$ cat src/rtl/mmio_uart_tx_queue.sv
// CPU-side UART transmit queue: MMIO byte stores feed a small FIFO drained by the PDU.
// A status register gives software occupancy, full/empty and a sticky overflow flag.
module mmio_uart_tx_queue #(
  parameter int          DEPTH     = 8,
  parameter logic [31:0] BASE_ADDR = 32'hFFFF0000,
  localparam int         AW        = $clog2(DEPTH),
  localparam int         CW        = AW + 1
) (
  input  logic          clk,
  input  logic          rst,
  input  logic [31:0]   cpu_dmem_addr,
  input  logic          cpu_dmem_we,
  input  logic [31:0]   cpu_dmem_wdata,
  output logic [31:0]   cpu_dmem_rdata,
  output logic          cpu_uart_data_valid,
  output logic [7:0]    cpu_uart_data,
  input  logic          pdu_uart_data_accept,
  output logic [CW-1:0] fifo_count
);

  localparam logic [31:0]   TXD_ADDR  = BASE_ADDR;
  localparam logic [31:0]   STAT_ADDR = BASE_ADDR + 32'd4;
  localparam logic [CW-1:0] FULL_CNT  = CW'(DEPTH);

  logic [7:0]    r_mem [DEPTH];
  logic [AW-1:0] r_rd_ptr;
  logic [AW-1:0] r_wr_ptr;
  logic [CW-1:0] r_count;
  logic          r_ovf;

  logic          w_push_req;
  logic          w_pop;
  logic          w_push;
  logic          w_drop;
  logic          w_clr;
  logic          w_full;
  logic          w_empty;
  logic [31:0]   w_status;
  logic          w_unused;

  assign w_full     = (r_count == FULL_CNT);
  assign w_empty    = (r_count == '0);
  assign w_push_req = cpu_dmem_we && (cpu_dmem_addr == TXD_ADDR);
  assign w_pop      = !w_empty && pdu_uart_data_accept;
  // A full queue still takes a byte when the head leaves in the same cycle.
  assign w_push     = w_push_req && (!w_full || w_pop);
  assign w_drop     = w_push_req && !w_push;
  assign w_clr      = cpu_dmem_we && (cpu_dmem_addr == STAT_ADDR) && cpu_dmem_wdata[2];

  // Only the low byte is queued; the rest of the store data is don't-care.
  assign w_unused   = ^cpu_dmem_wdata[31:8];

  always_ff @(posedge clk or negedge rst) begin
    if (!rst) begin
      r_rd_ptr <= '0;
      r_wr_ptr <= '0;
      r_count  <= '0;
      r_ovf    <= 1'b0;
    end else begin
      if (w_push) r_wr_ptr <= r_wr_ptr + AW'(1);
      if (w_pop)  r_rd_ptr <= r_rd_ptr + AW'(1);
      case ({w_push, w_pop})
        2'b10:   r_count <= r_count + CW'(1);
        2'b01:   r_count <= r_count - CW'(1);
        default: r_count <= r_count;
      endcase
      // Set has priority so a drop is never lost to a concurrent clear.
      if (w_drop)     r_ovf <= 1'b1;
      else if (w_clr) r_ovf <= 1'b0;
    end
  end

  // Storage is not reset; occupancy alone decides what is valid.
  always_ff @(posedge clk) begin
    if (w_push) r_mem[r_wr_ptr] <= cpu_dmem_wdata[7:0];
  end

  assign w_status = {16'h0000, 8'(r_count), 5'b00000, r_ovf, w_empty, w_full};

  always_comb begin
    cpu_dmem_rdata = 32'h0;
    if (cpu_dmem_addr == STAT_ADDR) cpu_dmem_rdata = w_status;
  end

  assign cpu_uart_data_valid = !w_empty;
  assign cpu_uart_data       = r_mem[r_rd_ptr];
  assign fifo_count          = r_count;

endmodule

$ cat config.mk
export PLATFORM = sky130hd
export DESIGN_NAME = mmio_uart_tx_queue
export DESIGN_NICKNAME = d
export VERILOG_FILES = /design/src/rtl/mmio_uart_tx_queue.sv
export SDC_FILE = /design/constraint.sdc
export NUM_CORES = 1
export LEC_CHECK = 0
export BUFFER_PORTS_ARGS = -buffer_cell sky130_fd_sc_hd__buf_2
export CAP_MARGIN = 15
export CORE_MARGIN = 10
export CORE_UTILIZATION = 28
export CTS_CLUSTER_SIZE = 14
export DETAILED_ROUTE_END_ITERATION = 8
export SYNTH_ARGS = -nofsm -noshare
export SYNTH_HDL_FRONTEND = slang
export SYNTH_SLANG_ARGS = --single-unit
$ cat constraint.sdc
create_clock -name clk -period 2.7 [get_ports clk]
set_clock_uncertainty 0.15 [all_clocks]
set_input_delay 0.405 -clock clk [delete_from_list [all_inputs] [get_ports clk]]
set_output_delay 0.405 -clock clk [all_outputs]
set_load 0.01 [all_outputs]
==> out/metrics.cfg <==
[timing]
rsz0062_at_grt=yes
setup_viol=0
final-hold-violation-count=0
fmax_mhz=388
maxSlewViolCount=0
tightest_slew_ns=0.575
slew-limit-headroom_pct=61.7
period_share_pct=95.4
min_period_ns=2.58
setup_slack_ns=0.123

[synthesis]
netlist_area_um2=3440
synth_edf_count=64
yosysWarnings=0
yosysTopAreaCell=edfxtp_1
synth-main-ff-cell=edfxtp_1
synth_area_per_cell_um2=16.0
ys_types=38
synth_top_area_share_pct=55.9
synthArstFlopShare_pct=14.7
netlist_instances=215
synth.yosys.seq_area_share_pct=63.9
ys_ff_latch=75
synthTopCellsByArea=edfxtp_1 56%, mux4_2 10%, dfrtp_1 8.0%

[worst_setup_path]
cp-end-kind=flop
timing.rr.start=fifo_count[0]$_DFFE_PN0P_
crit_cells=12
crit_fanout=3
slowest_stage=or4_4
cpPeakStageDelay_ns=0.54
worstPathRequired_ns=2.75
reg2reg_depth=11
rrSetupSlack_ns=0.25
crit_family=simple AND/OR/NAND/NOR gates
path_cells=buf_2 -> nand4_1 -> or4_4 -> nor4_4 -> or2_4 -> inv_1 -> ha_1 -> nand3_1 -> and2_1 -> or3_1 -> mux2i_1 -> o22ai_1
r2r-end=fifo_count[3]$_DFFE_PN0P_
path_class=in -> reg
arrival_ns=2.63
critPathLaunchType=primary input
cp_num_buf_inv=2

[layout]
nets=379
fin_cells=457
syn2layout_area_growth_pct=26.6
diodes=0
drive_gt1_share_pct=44.8

[drt]
first_pass_iters=4
vias_per_cell=4.44
drc=0
wirelength_um=7230
vias=2031
drt_iter0_drc=80
antenna_left=0
routedWlPerCell_um=15.8

[global_route]
grt_overflow=0
gr-usage-all-layers_pct=8.78
grt_max_degree=19
antenna_found_initial=1
grt_pass1_wl_um=11300
grt_pass1_vias=2200

[floorplan]
start_util_pct=28.6
core.rowCount=40
core_area_um2=12000
dieArea_um2=17100
die_y_um=131
die_w_um=131
ioPinCount=113

[place]
io_buffers=63
dp.cells=441
dp.final_hpwl_um=5410
pre_cts_ws_ns=-0.221
gp_congestion=0.739

[cts]
cts_buffers=9
clkTransAtPathRegs_ns=0.06
clk_path_buf_depth=2
post-cts-setup-buffers=0
cts_tree=done
cts_sinks=75
clkLatencyLatePin_ns=0.32
root_buffer=clkbuf_16
htree_levels=3

[hold_path]
hold_path_depth=1
hold_path_class=in -> reg
holdCritStartpoint=cpu_dmem_wdata[6]
min_to=r_mem[2][6]$_DFFE_PP_

[power_and_ir_drop]
p_leak_nw=1.70
power.density_nw_per_um2=880
ir_drop_mv=0.396

[outcome]
status=complete, no violations

[run]
drv_cap=0

[routing by layer]
metal	global-route usage [%]	part of all wire, %	up-vias
met5	0	0.15	-
met4	2.35	0.87	2
met3	4.79	9.4	10
met2	13.4	47	78
met1	10.5	43	993
li1	-	-	948
[cell usage after synthesis, types with 3 or more instances]
cell type  instances
and2_1             4
buf_4             25
dfrtp_1           11
edfxtp_1          64
ha_1               4
inv_1              7
mux2_2            10
mux2i_1            3
mux4_2            16
nand2_1            7
nand2b_1           4
nand3_1            6
nand4_1            4
nor2_1            13
nor3_1             4
nor4_1             3
xnor2_1            5
[power by group]
| part | switching, mW | internal [mW] |
|---|---|---|
| clock | 0.424 | 0.891 |
| combinational | 0.451 | 0.613 |
| sequential | 0.144 | 1.31 |
[cell type report]
cell class,instances,area [um^2]
Multi-Input combinational cell,125,1100
Sequential cell,75,2200
Tap cell,147,184
Inverter,7,26.3
Timing Repair Buffer,88,518
Fill cell,1162,7650
Clock buffer,9,225
Clock inverter,6,105
[cells in the final DEF (no fill, tap or decap), types with 4 or more instances in the layout]
cell type	instances
and2_1	4
buf_2	63
buf_4	23
clkbuf_16	9
conb_1	25
dfrtp_1	10
edfxtp_1	64
ha_1	4
inv_1	7
mux2_2	10
mux4_2	16
nand2_1	7
nand2b_1	4
nand3_1	6
nand4_1	4
nor2_1	13
xnor2_1	5
[metrics by stage]
stage / TNS, ns / utilization [%] / hold WS (ns) / area, um^2 / total power [mW]
after floorplan: -0.205 / - / -0.0406 / 3530 / 2.16
after global placement: -0.187 / 33.3 / 0.138 / 4000 / 2.55
after detailed placement: -0.221 / 33.3 / 0.151 / 4000 / 2.56
after CTS: 0 / 36.1 / 0.192 / 4340 / 3.89
after global routing: -0.00521 / 36.3 / 0.196 / 4360 / 4.06
final: 0 / 36.3 / 0.197 / 4360 / 3.83
[worst max path at each step]
stage                                  startpoint                         to
after floorplan                 cpu_dmem_addr[22]  fifo_count[3]$_DFFE_PN0P_
after global placement           cpu_dmem_addr[8]  fifo_count[3]$_DFFE_PN0P_
after detailed placement        cpu_dmem_addr[30]  fifo_count[3]$_DFFE_PN0P_
after CTS                 r_rd_ptr[1]$_DFFE_PN0P_           cpu_uart_data[7]
after global routing            cpu_dmem_addr[30]  fifo_count[3]$_DFFE_PN0P_
final                           cpu_dmem_addr[30]  fifo_count[3]$_DFFE_PN0P_
[flip-flops by register name, summed over array words and instances, names as in the netlist]
signal,cells
r_wr_ptr,3
r_ovf,1
r_rd_ptr,3
r_mem,64
fifo_count,4
[timing repair]
action / in CTS / in global routing
endpoints found under the setup margin: 0 / 9
endpoints found under the hold margin: 11 / 0
gates resized for setup: 0 / 5
hold buffers: 1 / 0
[kinds of logic (layout without fill, tap and decap cells)]
group | Yosys count | count (layout) | synth area share (%)
buf+inv | 39 | 110 | 7.38
other cells | 1 | 25 | 0.109
compound gates | 7 | 7 | 1.49
flops | 75 | 75 | 63.9
mux | 30 | 30 | 15.1
fa+ha+maj | 5 | 5 | 2.04
xor+xnor | 6 | 6 | 1.75
simple gates | 52 | 52 | 8.33
[worst reg2reg max path, stage by stage (launching register included)]
cell,delay [ns]
dfrtp_1,0.43
nor3_2,0.23
nand2b_1,0.14
nand2_1,0.11
or2_4,0.12
inv_1,0.05
ha_1,0.30
nand3_1,0.09
and2_1,0.16
or3_1,0.30
mux2i_1,0.14
o22ai_1,0.09
Note: power is estimated with default switching activity, not from simulation.
